===== src/rtl/div_sched.sv =====
// div_sched: round-robin front end that shares one multi-cycle divider among
// NREQ requesters. One operation is in flight at a time. Each requester offers
// a dividend/divisor pair on a valid/ready channel. The result returns on a single
// response channel, tagged with the owning requester's index.
//
// Ports
//   clk, rst_n               clock; synchronous active-low reset (shared with divider)
//   req_valid / req_ready    per-requester handshake; ready is one-hot or zero
//   req_a / req_b            packed operands, requester k at [k*N +: N]
//   rsp_valid / rsp_ready    result handshake
//   rsp_id/rsp_quot/rsp_rem  held stable while rsp_valid is high
//   div_en                   one-cycle divider start pulse
//   div_a / div_b            operands of the granted request
//   div_done                 divider completion strobe (honoured only while waiting)
//   div_quot / div_rem       divider result, forwarded unchanged
//
// Configuration macro: DIV_SCHED_DIVZERO_BYPASS_EN
//   When defined, a request with b == 0 does not use the divider. It answers on
//   the next cycle with quot = all ones and rem = a.
module div_sched #(
  parameter int N    = 21,
  parameter int NREQ = 2,
  parameter int ID_W = 1
) (
  input  logic              clk,
  input  logic              rst_n,
  input  logic [NREQ-1:0]   req_valid,
  output logic [NREQ-1:0]   req_ready,
  input  logic [NREQ*N-1:0] req_a,
  input  logic [NREQ*N-1:0] req_b,
  output logic              rsp_valid,
  input  logic              rsp_ready,
  output logic [ID_W-1:0]   rsp_id,
  output logic [N-1:0]      rsp_quot,
  output logic [N-1:0]      rsp_rem,
  output logic              div_en,
  output logic [N-1:0]      div_a,
  output logic [N-1:0]      div_b,
  input  logic              div_done,
  input  logic [N-1:0]      div_quot,
  input  logic [N-1:0]      div_rem
);

  localparam int PW = (NREQ > 1) ? $clog2(NREQ) : 1;

  typedef enum logic [1:0] {
    S_IDLE  = 2'd0,
    S_ISSUE = 2'd1,
    S_WAIT  = 2'd2,
    S_RESP  = 2'd3
  } state_e;

  state_e          state_q, state_d;
  logic [PW-1:0]   ptr_q, ptr_d;
  logic [ID_W-1:0] id_q, id_d;
  logic [N-1:0]    a_q, a_d, b_q, b_d;
  logic [N-1:0]    quot_q, quot_d, rem_q, rem_d;

  logic            hi_found_s, lo_found_s, gnt_found_s;
  logic [PW-1:0]   hi_idx_s, lo_idx_s, gnt_idx_s;
  logic [N-1:0]    gnt_a_s, gnt_b_s;

  // Round-robin pick: search from ptr upwards first. If nothing is found there,
  // the lowest valid index overall lies below ptr, which completes the wrap.
  always_comb begin
    hi_found_s = 1'b0;
    hi_idx_s   = '0;
    lo_found_s = 1'b0;
    lo_idx_s   = '0;
    for (int j = 0; j < NREQ; j++) begin
      if (!hi_found_s && req_valid[j] && (j >= int'(ptr_q))) begin
        hi_found_s = 1'b1;
        hi_idx_s   = PW'(j);
      end else begin
        hi_found_s = hi_found_s;
      end
      if (!lo_found_s && req_valid[j]) begin
        lo_found_s = 1'b1;
        lo_idx_s   = PW'(j);
      end else begin
        lo_found_s = lo_found_s;
      end
    end
    gnt_found_s = hi_found_s | lo_found_s;
    gnt_idx_s   = hi_found_s ? hi_idx_s : lo_idx_s;
  end

  // Operand mux for the granted requester (constant part-selects only).
  always_comb begin
    gnt_a_s = {N{1'b0}};
    gnt_b_s = {N{1'b0}};
    for (int j = 0; j < NREQ; j++) begin
      if (gnt_idx_s == PW'(j)) begin
        gnt_a_s = req_a[j*N +: N];
        gnt_b_s = req_b[j*N +: N];
      end else begin
        gnt_a_s = gnt_a_s;
      end
    end
  end

  // Grant is offered only in IDLE and never while reset is asserted.
  always_comb begin
    req_ready = '0;
    if ((state_q == S_IDLE) && gnt_found_s && rst_n) begin
      req_ready = {{(NREQ-1){1'b0}}, 1'b1} << gnt_idx_s;
    end else begin
      req_ready = '0;
    end
  end

  // Next-state and datapath-capture logic.
  always_comb begin
    state_d = state_q;
    ptr_d   = ptr_q;
    id_d    = id_q;
    a_d     = a_q;
    b_d     = b_q;
    quot_d  = quot_q;
    rem_d   = rem_q;
    case (state_q)
      S_IDLE: begin
        if (gnt_found_s) begin
          a_d   = gnt_a_s;
          b_d   = gnt_b_s;
          id_d  = ID_W'(gnt_idx_s);
          ptr_d = (gnt_idx_s == PW'(NREQ-1)) ? {PW{1'b0}} : gnt_idx_s + PW'(1);
`ifdef DIV_SCHED_DIVZERO_BYPASS_EN
          if (gnt_b_s == {N{1'b0}}) begin
            quot_d  = {N{1'b1}};
            rem_d   = gnt_a_s;
            state_d = S_RESP;
          end else begin
            state_d = S_ISSUE;
          end
`else
          state_d = S_ISSUE;
`endif
        end else begin
          state_d = S_IDLE;
        end
      end
      S_ISSUE: begin
        state_d = S_WAIT;
      end
      S_WAIT: begin
        if (div_done) begin
          quot_d  = div_quot;
          rem_d   = div_rem;
          state_d = S_RESP;
        end else begin
          state_d = S_WAIT;
        end
      end
      S_RESP: begin
        if (rsp_ready) begin
          state_d = S_IDLE;
        end else begin
          state_d = S_RESP;
        end
      end
      default: begin
        state_d = S_IDLE;
      end
    endcase
  end

  // State and datapath registers, synchronous active-low reset.
  always_ff @(posedge clk) begin
    if (!rst_n) begin
      state_q <= S_IDLE;
      ptr_q   <= {PW{1'b0}};
      id_q    <= {ID_W{1'b0}};
      a_q     <= {N{1'b0}};
      b_q     <= {N{1'b0}};
      quot_q  <= {N{1'b0}};
      rem_q   <= {N{1'b0}};
    end else begin
      state_q <= state_d;
      ptr_q   <= ptr_d;
      id_q    <= id_d;
      a_q     <= a_d;
      b_q     <= b_d;
      quot_q  <= quot_d;
      rem_q   <= rem_d;
    end
  end

  // Outputs come straight from flops or from state-flop decodes.
  assign rsp_valid = (state_q == S_RESP);
  assign div_en    = (state_q == S_ISSUE);
  assign rsp_id    = id_q;
  assign rsp_quot  = quot_q;
  assign rsp_rem   = rem_q;
  assign div_a     = a_q;
  assign div_b     = b_q;

endmodule


===== config.mk =====
export PLATFORM = sky130hd
export DESIGN_NAME = div_sched
export DESIGN_NICKNAME = d
export VERILOG_FILES = /design/src/rtl/div_sched.sv
export SDC_FILE = /design/constraint.sdc
export NUM_CORES = 1
export LEC_CHECK = 0
export ABC_AREA = 0
export BUFFER_PORTS_ARGS = -buffer_cell sky130_fd_sc_hd__buf_4
export CAP_MARGIN = 20
export CORE_ASPECT_RATIO = 0.9
export CORE_MARGIN = 3
export CORE_UTILIZATION = 42
export CTS_BUF_LIST = sky130_fd_sc_hd__clkbuf_16
export CTS_CLUSTER_SIZE = 20
export DETAILED_ROUTE_END_ITERATION = 10
export GPL_ROUTABILITY_DRIVEN = 0
export PLACE_DENSITY_LB_ADDON = 0.1
export SYNTH_ARGS = -nofsm -noshare
export SYNTH_HDL_FRONTEND = slang
export SYNTH_SLANG_ARGS = --single-unit
export TNS_END_PERCENT = 1

===== constraint.sdc =====
create_clock -name clk -period 1.9 [get_ports clk]
set_input_delay 0.095 -clock clk [delete_from_list [all_inputs] [get_ports clk]]
set_output_delay 0.095 -clock clk [all_outputs]
set_load 0.01 [all_outputs]

==> results of run 1 <==
[how the worst max path moves through the flow]
stage,from,end,slack (ns)
final,state_q[1],req_ready[0],0.17
after global routing,state_q[1],req_ready[0],0.09
after CTS,state_q[1],req_ready[0],0.16
after detailed placement,req_valid[1],div_a[10],0.13
after global placement,req_valid[1],div_a[5],0.20
after floorplan,state_q[1],div_a[10],0.32
[registers in the layout, summed over array words and instances (netlist names)]
register,flops
state_q,2
rsp_quot,21
div_a,21
div_b,21
rsp_rem,21
ptr_q,1
rsp_id,1
[layout by cell type (no fill, tap or decap), types with 2 or more instances in the layout]
master,netlist,routed
sky130_fd_sc_hd__buf_4,0,229
sky130_fd_sc_hd__dfxtp_1,88,88
sky130_fd_sc_hd__nand2_1,84,84
sky130_fd_sc_hd__a21oi_1,43,43
sky130_fd_sc_hd__inv_1,26,26
sky130_fd_sc_hd__nor3_1,26,26
sky130_fd_sc_hd__a221o_1,26,26
sky130_fd_sc_hd__dlygate4sd3_1,0,25
sky130_fd_sc_hd__o21ai_0,18,18
sky130_fd_sc_hd__nand3_1,16,16
sky130_fd_sc_hd__nand4_1,16,16
sky130_fd_sc_hd__a31oi_1,16,16
sky130_fd_sc_hd__clkbuf_16,0,9
sky130_fd_sc_hd__nor2b_1,3,3
sky130_fd_sc_hd__nor2_1,2,2
sky130_fd_sc_hd__a21o_1,2,2
sky130_fd_sc_hd__bufinv_16,0,2
[power groups by stage]
stage          sequential, mW  combinational [mW]  clock [mW]
6_report                 2.09                1.03        1.88
5_1_grt                  2.10                1.12        1.99
4_1_cts                  2.09                1.03        1.91
3_5_place_dp             2.12               0.988           0
3_3_place_gp             2.12               0.967           0
2_1_floorplan            2.17               0.409           0
[layer usage]
| metal | GRT usage, % | part of all wire, % | vias up |
|---|---|---|---|
| li1 | - | - | 1911 |
| met1 | 28.5 | 39 | 1857 |
| met2 | 40.1 | 50 | 189 |
| met3 | 6.63 | 8.4 | 21 |
| met4 | 8.52 | 2.4 | 0 |
| met5 | 0 | 0 | - |
[what timing repair did]
action / in CTS / in global routing
hold endpoints to repair: 25 / 0
hold buffers: 25 / 0
resized for setup: 1 / 0
setup endpoints to repair: 1 / 0
[worst max-delay path: stages (launching register included)]
cell                      delay (ns)
sky130_fd_sc_hd__dfxtp_1        0.37
sky130_fd_sc_hd__or3b_4         0.57
sky130_fd_sc_hd__nor2_1         0.21
sky130_fd_sc_hd__buf_4          0.15
[logic make-up (layout without fill, tap and decap cells)]
family,count (synthesis),after routing
DFF,88,88
buffers and inverters,66,297
AOI/OAI and AO/OA,109,109
and+or+nand+nor,155,155
[area by class of cell]
class	instances	area, sq um
fillers	576	2090
repair buffers	255	1990
flip-flops and latches	88	1760
multi-input cells	264	1430
clock buffers	9	225
well taps	96	120
inverters	27	101
clock inverters	6	92.6
[metrics by stage]
| step | std cells | total power [mW] | hold slack [ns] |
|---|---|---|---|
| global placement | 705 | 3.09 | 0.290 |
| CTS | 745 | 5.03 | 0.00129 |
| detailed placement | 705 | 3.11 | 0.300 |
| global route | 745 | 5.21 | 0.0103 |
| finish | 745 | 5.00 | 0.00856 |
| floorplan | 418 | 2.58 | 0.195 |
==> impl_summary.md, run 1 <==
Status
The flow ran to the end, and the final reports show no timing, DRC or antenna violations.

CTS
Counting along the longest clock path gives a buffer depth of 2. After clock tree synthesis, the setup repair step added 0 buffers. Clock-pin slew was measured on the worst setup and hold paths at 0.06 ns.

The clock buffer count from CTS is 9. CTS built an H-tree with a depth of 3. For the worst-skew pair, the clock arrives at the later sink with an insertion delay of 0.33 ns.

The clock root buffer is sky130_fd_sc_hd__clkbuf_16. CTS saw 88 sinks. TritonCTS built the clock tree.

Final layout
The number of antenna diodes in the final layout is 0. For this run, the share of the core covered by cells in the final layout is 73.2%. The fraction of layout cells with a size suffix above 1 is 38.2%.

The net count of the finished layout is 777. The layout-stage area growth over the synthesis result is 64.2%. Once layout is done, the placed cells without fillers occupy 0.00572 sq mm.

Global route
The global-route usage over all layers is 23.7%. Entering global routing, the biggest net connects 43 pins. For this run the aggregate overflow at the end of global routing stands at 0. The initial antenna violation count came to 0. The first-pass GRT wire length is 17.9 mm. The via count of the first global-routing pass is 3746.

Pwr
The clock network fraction of total power is 37.6%. The power per cell area is 875 mW/mm^2. The switching power summed over all nets is 1.31 mW. Summed over all cells, the static leakage comes to 2.62 nW. Of the total power, registers draw 41.8%. The internal power contribution is 3.70 mW. The share of total power dissipated in combinational logic is 20.7%. The largest vdd supply drop is 451 uV. Net switching is 26.1% of the power.

Timing
The clock skew after layout is 0.00526 ns. Measured against its own limit, the worst slew margin works out to 36.4%. The setup violation total in the final timing report is 0. The final worst setup slack is 0.168 ns. Counting I/O delays and the setup requirement, the final critical path takes 1.73 ns. Setup repair after global routing left no endpoint under its margin.

Based on the critical path, the design can be clocked at up to 577 MHz. For the pin with the worst max-slew slack, the measured transition is 0.950 ns. For the final routed database, the setup TNS stands at 0 ns. The final hold violation count is 0. The final number of max-transition violations is 0.

The share of the clock period used by the worst path after layout is 91.2%.

Synthesis
The synthesized netlist contains 30 unique library cells. After synthesis the cells add up to 0.00348 sq mm. The fraction of the mapped netlist area in compound gates is 20.5%.

The sequential cell area fraction in the yosys report is 50.6%. Yosys attributes the largest share of cell area to sky130_fd_sc_hd__dfxtp_1 51%, sky130_fd_sc_hd__nand2_1 9.1%, sky130_fd_sc_hd__a221o_1 7.5%. The most instantiated library cell after synthesis is sky130_fd_sc_hd__dfxtp_1. The top cell type by area accounts for 50.6% of the synthesized area. The number of nets in the synthesized netlist is 550. In the synthesized netlist the async set-or-reset flop fraction comes to 0%.

The share of synthesized cell area in full adder, half adder and majority cells is 0%. The most area-hungry cell type in the Yosys netlist is sky130_fd_sc_hd__dfxtp_1. The synthesized area per cell is 8.33 sq um. The count of state elements after synthesis is 88. Ranked by instance count, the synthesized netlist is headed by 88 x sky130_fd_sc_hd__dfxtp_1, 84 x sky130_fd_sc_hd__nand2_1, 43 x sky130_fd_sc_hd__a21oi_1. After synthesis, the largest family of logic cells by area is compound AO/OA/AOI/OAI gates.

The most common flop cell mapped by yosys is sky130_fd_sc_hd__dfxtp_1. Measured against the total synthesized area, the mux share comes to 0%. The count of flip-flops with a built-in enable after synthesis is 0. The cell count after synthesis is 418. The xor and xnor fraction of the mapped netlist area is 0%. The count of synthesis-stage warnings from yosys is 0. Of the total synthesized cell area, the portion taken by AND, OR, NAND and NOR gates is 20.4%.

Setup path
Across all register-to-register paths, the minimum setup slack is 0.40 ns. The data arrival time of the critical path is 1.64 ns. For the worst setup path, the data required time is 1.80 ns.

By startpoint and endpoint, the worst setup path is classified as reg2out. The worst register-to-register path ends at div_b[8]. The maximum fanout along the worst path is 27. The critical path endpoint category is an output port.

The worst register-to-register path has a depth of 4. The worst reg2reg path startpoint is state_q[1]. The worst setup path is launched from a register.

Flow run
Across the run, the number of max-cap violations was 0.

Route
After detailed routing, the number of remaining DRC violations is 0. In this run the remaining antenna-violating nets after routing total 0. The number of DRC markers after the initial detailed-route iteration is 164. In the final routed layout, each cell accounts on average for 15.9 um. The via-per-instance ratio is 5.34. Before antenna repair, the detailed router went through 5 iterations. The final routed wirelength across all metal layers is 11.8 mm. The total number of vias is 3978.

Placement
The total cell area at the placement stage is 0.00515 sq mm. The worst slack after detailed placement is 0.131 ns. During placement, the flow inserted port buffers numbering 220. The wire-length estimate of the detail-placed layout is 8.31 mm.

Die
The width of the die is 102 um. The floorplan has 30 rows. The die is 92.4 um tall. For this configuration, the core starts out at a cell density of 44.6%. The die covers 0.00942 sq mm. The I/O pin count is 221. The floorplan core area is 0.00781 sq mm.

Worst hold path
The cell depth of the worst min-delay path is 2. The worst hold path belongs to the class in2reg. The end point of the most critical hold path is div_a[10]. In this run the most critical hold path is launched from req_a[31].
Power figures use the tool's default switching activity.
==> inputs of run 2 (changes only) <==
CORE_ASPECT_RATIO = not set   (was 0.9)
RECOVER_POWER = 25   (was not set)
==> run 2 against run 1 <==
Count of clock-buffer cells in the layout unchanged. Highest routed layer unchanged. Via count down 0.40%. Sequential power about the same. First-iteration DRC count up 16%. Clock power down 9.6%. Largest cell class unchanged. Final area down 3.2%.
==> impl_summary.md, run 2 (same netlist as run 1, synthesis figures left out) <==
Final layout
Fill cells in the final layout number 664. The library cell used most frequently in the layout, excluding fill and tap cells, is sky130_fd_sc_hd__buf_4. Cells fill 70.2% of the core in the end. The layout-stage area growth over the synthesis result is 59.0%.

The final-stage net count is 778. In the layout the commonest cells are 185 x sky130_fd_sc_hd__buf_4, 88 x sky130_fd_sc_hd__dfxtp_1, 84 x sky130_fd_sc_hd__nand2_1. The post-route netlist has 31.1% of its cells at a drive strength greater than 1. 0 antenna diodes ended up in the layout.

CTS
For this design, the sink count on the clock tree is 88. The count of H-tree levels built during CTS is 3. The clock root buffer is sky130_fd_sc_hd__clkbuf_16. The clock buffer count from CTS is 9. The clock latency reported for the late side of the worst-skew pair is 0.33 ns. The clock-pin slew reported for the worst setup and hold paths after clock tree synthesis is 0.06 ns.

The clock tree from TritonCTS is built. No sink is reached through more buffers than the 2 on the longest clock path.

Worst hold path
In this run the most critical hold path is launched from div_quot[2]. The class of the most critical hold timing path is in2reg.

Setup path
The family with the most delay on the worst path is simple AND/OR/NAND/NOR gates. STA classifies the critical path startpoint as a register. At the worst endpoint, the required time is 1.80 ns. The critical path starts at state_q[1]. The data arrival time of the critical path is 1.60 ns. The cell with the biggest individual delay on the critical path is sky130_fd_sc_hd__or3b_4. The maximum fanout along the worst path is 27. The signal on the critical path passes through or3b_4 > nor2_1 > buf_4.

The kind of critical path is reg2out. For this run, the slowest stage of the critical path takes 0.57 ns. The worst reg2reg path startpoint is state_q[1]. The critical path endpoint category is an output port.

Counting both buffers and inverters, the worst setup path holds a total of 1.

Status
The run finished with clean final reports.

Global route
The initial antenna violation count was 0. Entering global routing, the biggest net connects 43 pins. The first global-routing pass estimated 18.3 mm of wire. The via count of the first global-routing pass is 3775.

The global-route usage over all layers is 23.3%. The overflow left after global routing is 0.

Timing
Setup repair after global routing left no endpoint under its margin. The maximum achievable frequency is 591 MHz. Setup violations remaining at the end of the flow were counted as 0. The clock skew after layout is 0.00860 ns. The final number of max-transition violations is 0.

The worst path needs 1.69 ns of the cycle, external delays included. The worst hold slack across all endpoints is 0.0115 ns. The final hold violation count is 0. The relative max-transition margin is 52.0%. The pin slew with the least headroom to its limit is 0.716 ns.

The share of the clock period used by the worst path after layout is 89.0%. The sum of negative setup slack is 0 ns.

Die
The I/O pin count is 221. The starting density of the core is 44.1%. Measured along the x axis, the die boundary spans 97.1 um. The area enclosed by the die boundary is 0.00942 sq mm. The core region is 0.00789 sq mm. The height of the die is 97.1 um. The initialized floorplan defines 32 standard-cell rows.

Route
The remaining antenna violation count is 0. The final routed wirelength across all metal layers is 11.6 mm. The average detailed-routed wire length per instance is 15.5 um. The total number of vias is 3962. The via-per-instance ratio is 5.27. The total DRC errors in the routed layout is 0. After the first detailed-routing iteration, the DRC count stood at 191. The first detailed-routing pass took 4 iterations.

Pwr
The leakage component of the power is 2.43 nW. The overall power after layout is 4.78 mW. The largest vdd supply drop is 496 uV. The power per cell area is 864 mW/mm^2.

Placement
The number of buffer cells added on primary ports is 220. Detailed placement ended at an HPWL of 8.15 mm.

Flow run
Across the run, the number of max-cap violations was 0.
==> run 2: cell types whose count changed in the layout (fill, tap and decap cells not counted) <==
cell	previous run	this run
sky130_fd_sc_hd__buf_4	229	185
sky130_fd_sc_hd__clkbuf_1	0	44
sky130_fd_sc_hd__clkinv_1	1	3
sky130_fd_sc_hd__bufinv_16	2	1
sky130_fd_sc_hd__clkinv_4	0	1
sky130_fd_sc_hd__clkinvlp_4	1	0
sky130_fd_sc_hd__dlygate4sd3_1	25	26
sky130_fd_sc_hd__inv_8	1	0
==> run 2: cell type report <==
type	count	area (sq um)	share of cell area, %
Inverter	27	101	1.83
Clock buffer	9	225	4.07
Multi-Input combinational cell	264	1430	25.8
Sequential cell	88	1760	31.8
Timing Repair Buffer	256	1830	33.1
Clock inverter	6	60.1	1.08
Tap cell	102	128	2.31
==> run 2: final timing paths <==
kind                        to  slack, ns  cells after the start
hold / removal     rsp_quot[2]       0.01                      3
setup reg to reg     div_a[12]       0.41                      4
setup / recovery  req_ready[0]       0.21                      3
hold reg to reg     rsp_rem[0]       0.45                      2
==> run 2: what timing repair did <==
action                     CTS  global route
setup endpoints to repair    1             0
setup buffers                0             0
hold buffers                26             0
gates resized for setup      1             0
hold endpoints to repair    26             0
==> run 2: per-layer routing <==
metal / vias to the layer above / wire length (um) / GRT usage (%)
met2: 167 / 5790 / 39.6
met5: - / 0 / 0
met4: 0 / 325 / 9.18
met1: 1848 / 4650 / 28.0
li1: 1919 / - / -
met3: 28 / 876 / 6.25
==> run 2: worst register-to-register path, stage by stage (launching register included) <==
cell and delay, ns:
sky130_fd_sc_hd__dfxtp_1 0.37, sky130_fd_sc_hd__or2_1 0.26, sky130_fd_sc_hd__o21a_1 0.18, sky130_fd_sc_hd__buf_4 0.23
sky130_fd_sc_hd__a221o_1 0.33
==> run 2: where the power goes <==
group | total [mW] | internal [mW] | switching [mW]
clock network | 1.70 | 1.01 | 0.697
logic | 0.991 | 0.501 | 0.490
registers | 2.09 | 2.00 | 0.0910
total | 4.78 | 3.50 | 1.28
==> run 2: metrics by stage <==
step | instances | setup WS, ns | cell area (sq um)
2_1_floorplan | 418 | 0.318 | 3480
3_3_place_gp | 711 | 0.344 | 5150
3_5_place_dp | 711 | 0.321 | 5150
4_1_cts | 752 | 0.191 | 5700
5_1_grt | 752 | 0.115 | 5540
6_report | 752 | 0.209 | 5540
==> inputs of run 3 (changes only) <==
CORE_UTILIZATION = 46   (was 42)
clock period = 2.1 ns   (was 1.9 ns; I/O delays follow)
==> run 3 against run 2 <==
Flip-flop and latch count stayed put. Combinational power decreased by 13%. Sequential share of layout area grew 0.52 points. Hold slack got worse by 0.0022 ns. Non-clock buffer count is 15 lower. Setup slack lost 0.021 ns.
==> impl_summary.md, run 3 (same netlist as run 1, synthesis figures left out) <==
Status
The run finished with clean final reports.

Setup path
The critical path endpoint category is an output port. In this run the critical register-to-register path is captured at div_b[19]. The number of cells on the worst reg-to-reg path is 3.

The worst register-to-register path begins at state_q[0]. The critical path startpoint category is a register. The critical path is of the reg2out type. The worst register-to-register path has a setup slack of 0.34 ns. In this run the worst path has a maximum fanout of 27. The data required time of the critical path is 2.00 ns. Data arrives at the worst endpoint at 1.81 ns. The critical path starts at state_q[1].

Route
The first detailed-routing pass took 7 iterations. The final routed wirelength across all metal layers is 11.4 mm. The average detailed-routed wire length per instance is 15.5 um. The detailed router finished its first iteration with 205 violations.

The remaining antenna violation count is 0. For this run, design rule violations remaining after detail routing come to 0. The total number of vias is 3872. Using the TritonRoute via totals, the vias-per-cell ratio works out to 5.27.

Worst hold path
The worst hold path was traced through 2 stages. In this run the most critical hold path is launched from req_a[23]. The min-delay analysis places its worst path in the category in2reg. The end point of the most critical hold path is div_a[2].

CTS
In this run the clock root is driven by a sky130_fd_sc_hd__clkbuf_16. The number of gates resized after CTS was 0. The count of H-tree levels built during CTS is 3.

The clock buffer count from CTS is 9. The post-cts hold buffer count is 12. At the later pin of the worst-skew pair, clock insertion delay measures 0.33 ns.

The clock-pin slew reported for the worst setup and hold paths after clock tree synthesis is 0.07 ns. The clock net in this run drives a total of 88 sinks. The longest clock path from root to sink contains 2 buffers.

The number of setup buffers added after CTS is 0. The clock tree from TritonCTS is built.

Timing
Setup violations remaining at the end of the flow were counted as 0. The final hold violation count is 0. The final number of max-transition violations was 0. The clock skew after layout is 0.0109 ns. Summed over all failing endpoints, the final setup total negative slack is 0 ns. Static timing analysis puts the maximum clock frequency at 523 MHz. The pin slew with the least headroom to its limit is 1.03 ns. After layout, the worst path uses 91.1% of the clock period. In this run the tightest slew margin relative to its limit is 31.7%. The final period demand of the worst path is 1.91 ns.

Setup repair after global routing left no endpoint under its margin.

Die
The width of the die is 93.0 um. In this run the count of I/O pins placed on the die edge is 221. The floorplan step defined a die boundary enclosing 0.00865 sq mm.

After floorplanning, the core was sized to cover 0.00729 sq mm. The height of the die is 93.0 um. The site row count is 31. Once the floorplan was initialized, standard cells occupied 47.8% of the core.

Pwr
The clock network fraction of total power is 40.1%. The largest vdd supply drop is 467 uV. For this design the total switching power over the nets is 1.18 mW. Combinational logic burns 18.8% of the power.

The internal portion of the total power is 3.41 mW. Net switching is 25.7% of the power. Overall power consumption after layout is estimated at 4.59 mW. The leakage component of the power is 2.40 nW.

In this run, flip-flops and latches consume 41.1% of the power. The power per cell area is 842 mW/mm^2.

Global route
The first global-routing pass estimated 17.5 mm of wire. The overflow left after global routing is 0. The global-route usage over all layers is 25.1%.

The pin count of the biggest net entering global routing is 51. The via count of the first global-routing pass came to 3597. The initial antenna violation count was 0.

Final layout
Leaving out fill and tap cells, the most frequent cell in the layout is sky130_fd_sc_hd__buf_4. The number of antenna diodes in the final layout is 0. The fraction of layout cells with a size suffix above 1 is 32.1%. The final-stage net count is 763. The library cells used most frequently in the layout, excluding fill and tap cells, are 184 x sky130_fd_sc_hd__buf_4, 88 x sky130_fd_sc_hd__dfxtp_1, 84 x sky130_fd_sc_hd__nand2_1. The layout-stage area growth over the synthesis result is 56.4%.

Flow run
Max-cap violations in this run came to 0.

Placement
The post-detailed-placement half-perimeter wirelength is 8.17 mm. The number of buffer cells added on primary ports is 220.
## run 3: area by class of cell
cell class                      count  area, sq um
Multi-Input combinational cell    264         1420
Tap cell                           99          124
Clock inverter                      7          125
Timing Repair Buffer              241         1690
Fill cell                         590         1840
Clock buffer                        9          225
Inverter                           27          101
Sequential cell                    88         1760
## run 3: critical path, cell delays in order (launching register included)
cell                      delay [ns]
sky130_fd_sc_hd__dfxtp_1        0.36
sky130_fd_sc_hd__or3b_2         0.75
sky130_fd_sc_hd__nor2_1         0.21
sky130_fd_sc_hd__buf_4          0.15
## run 3: power by group through the flow
stage	clock network, mW	logic (mW)	registers [mW]
final	1.84	0.864	1.88
after global routing	1.94	0.940	1.90
after CTS	1.87	0.913	1.88
after detailed placement	0	0.892	1.92
after global placement	0	0.875	1.91
after floorplan	0	0.370	1.97
## run 3: through the flow
step / setup WS [ns] / util [%] / cells / hold WS, ns / instance area, sq um
5_1_grt: 0.0743 / 74.7 / 735 / 0.00558 / 5450
3_5_place_dp: 0.379 / 70.5 / 707 / 0.311 / 5140
3_3_place_gp: 0.424 / 70.5 / 707 / 0.303 / 5140
6_report: 0.188 / 74.7 / 735 / 0.00933 / 5450
4_1_cts: 0.173 / 77.0 / 735 / 0.000107 / 5610
2_1_floorplan: 0.518 / - / 418 / 0.205 / 3480
## run 3: how the worst max path moves through the flow
stage                     cells past startpoint      endpoint  slack (ns)
after detailed placement                      3     div_a[13]        0.38
after CTS                                     3  req_ready[0]        0.17
after global placement                        3     div_b[14]        0.42
after global routing                          3  req_ready[0]        0.07
final                                         3  req_ready[0]        0.19
after floorplan                               7     div_a[10]        0.52
## run 3: layer usage
metal | global-route usage (%) | up-vias | wire [um]
met5 | 0 | - | 0
met4 | 9.16 | 0 | 229
met3 | 5.95 | 19 | 956
met2 | 44.1 | 170 | 5820
met1 | 29.8 | 1793 | 4370
li1 | - | 1890 | -
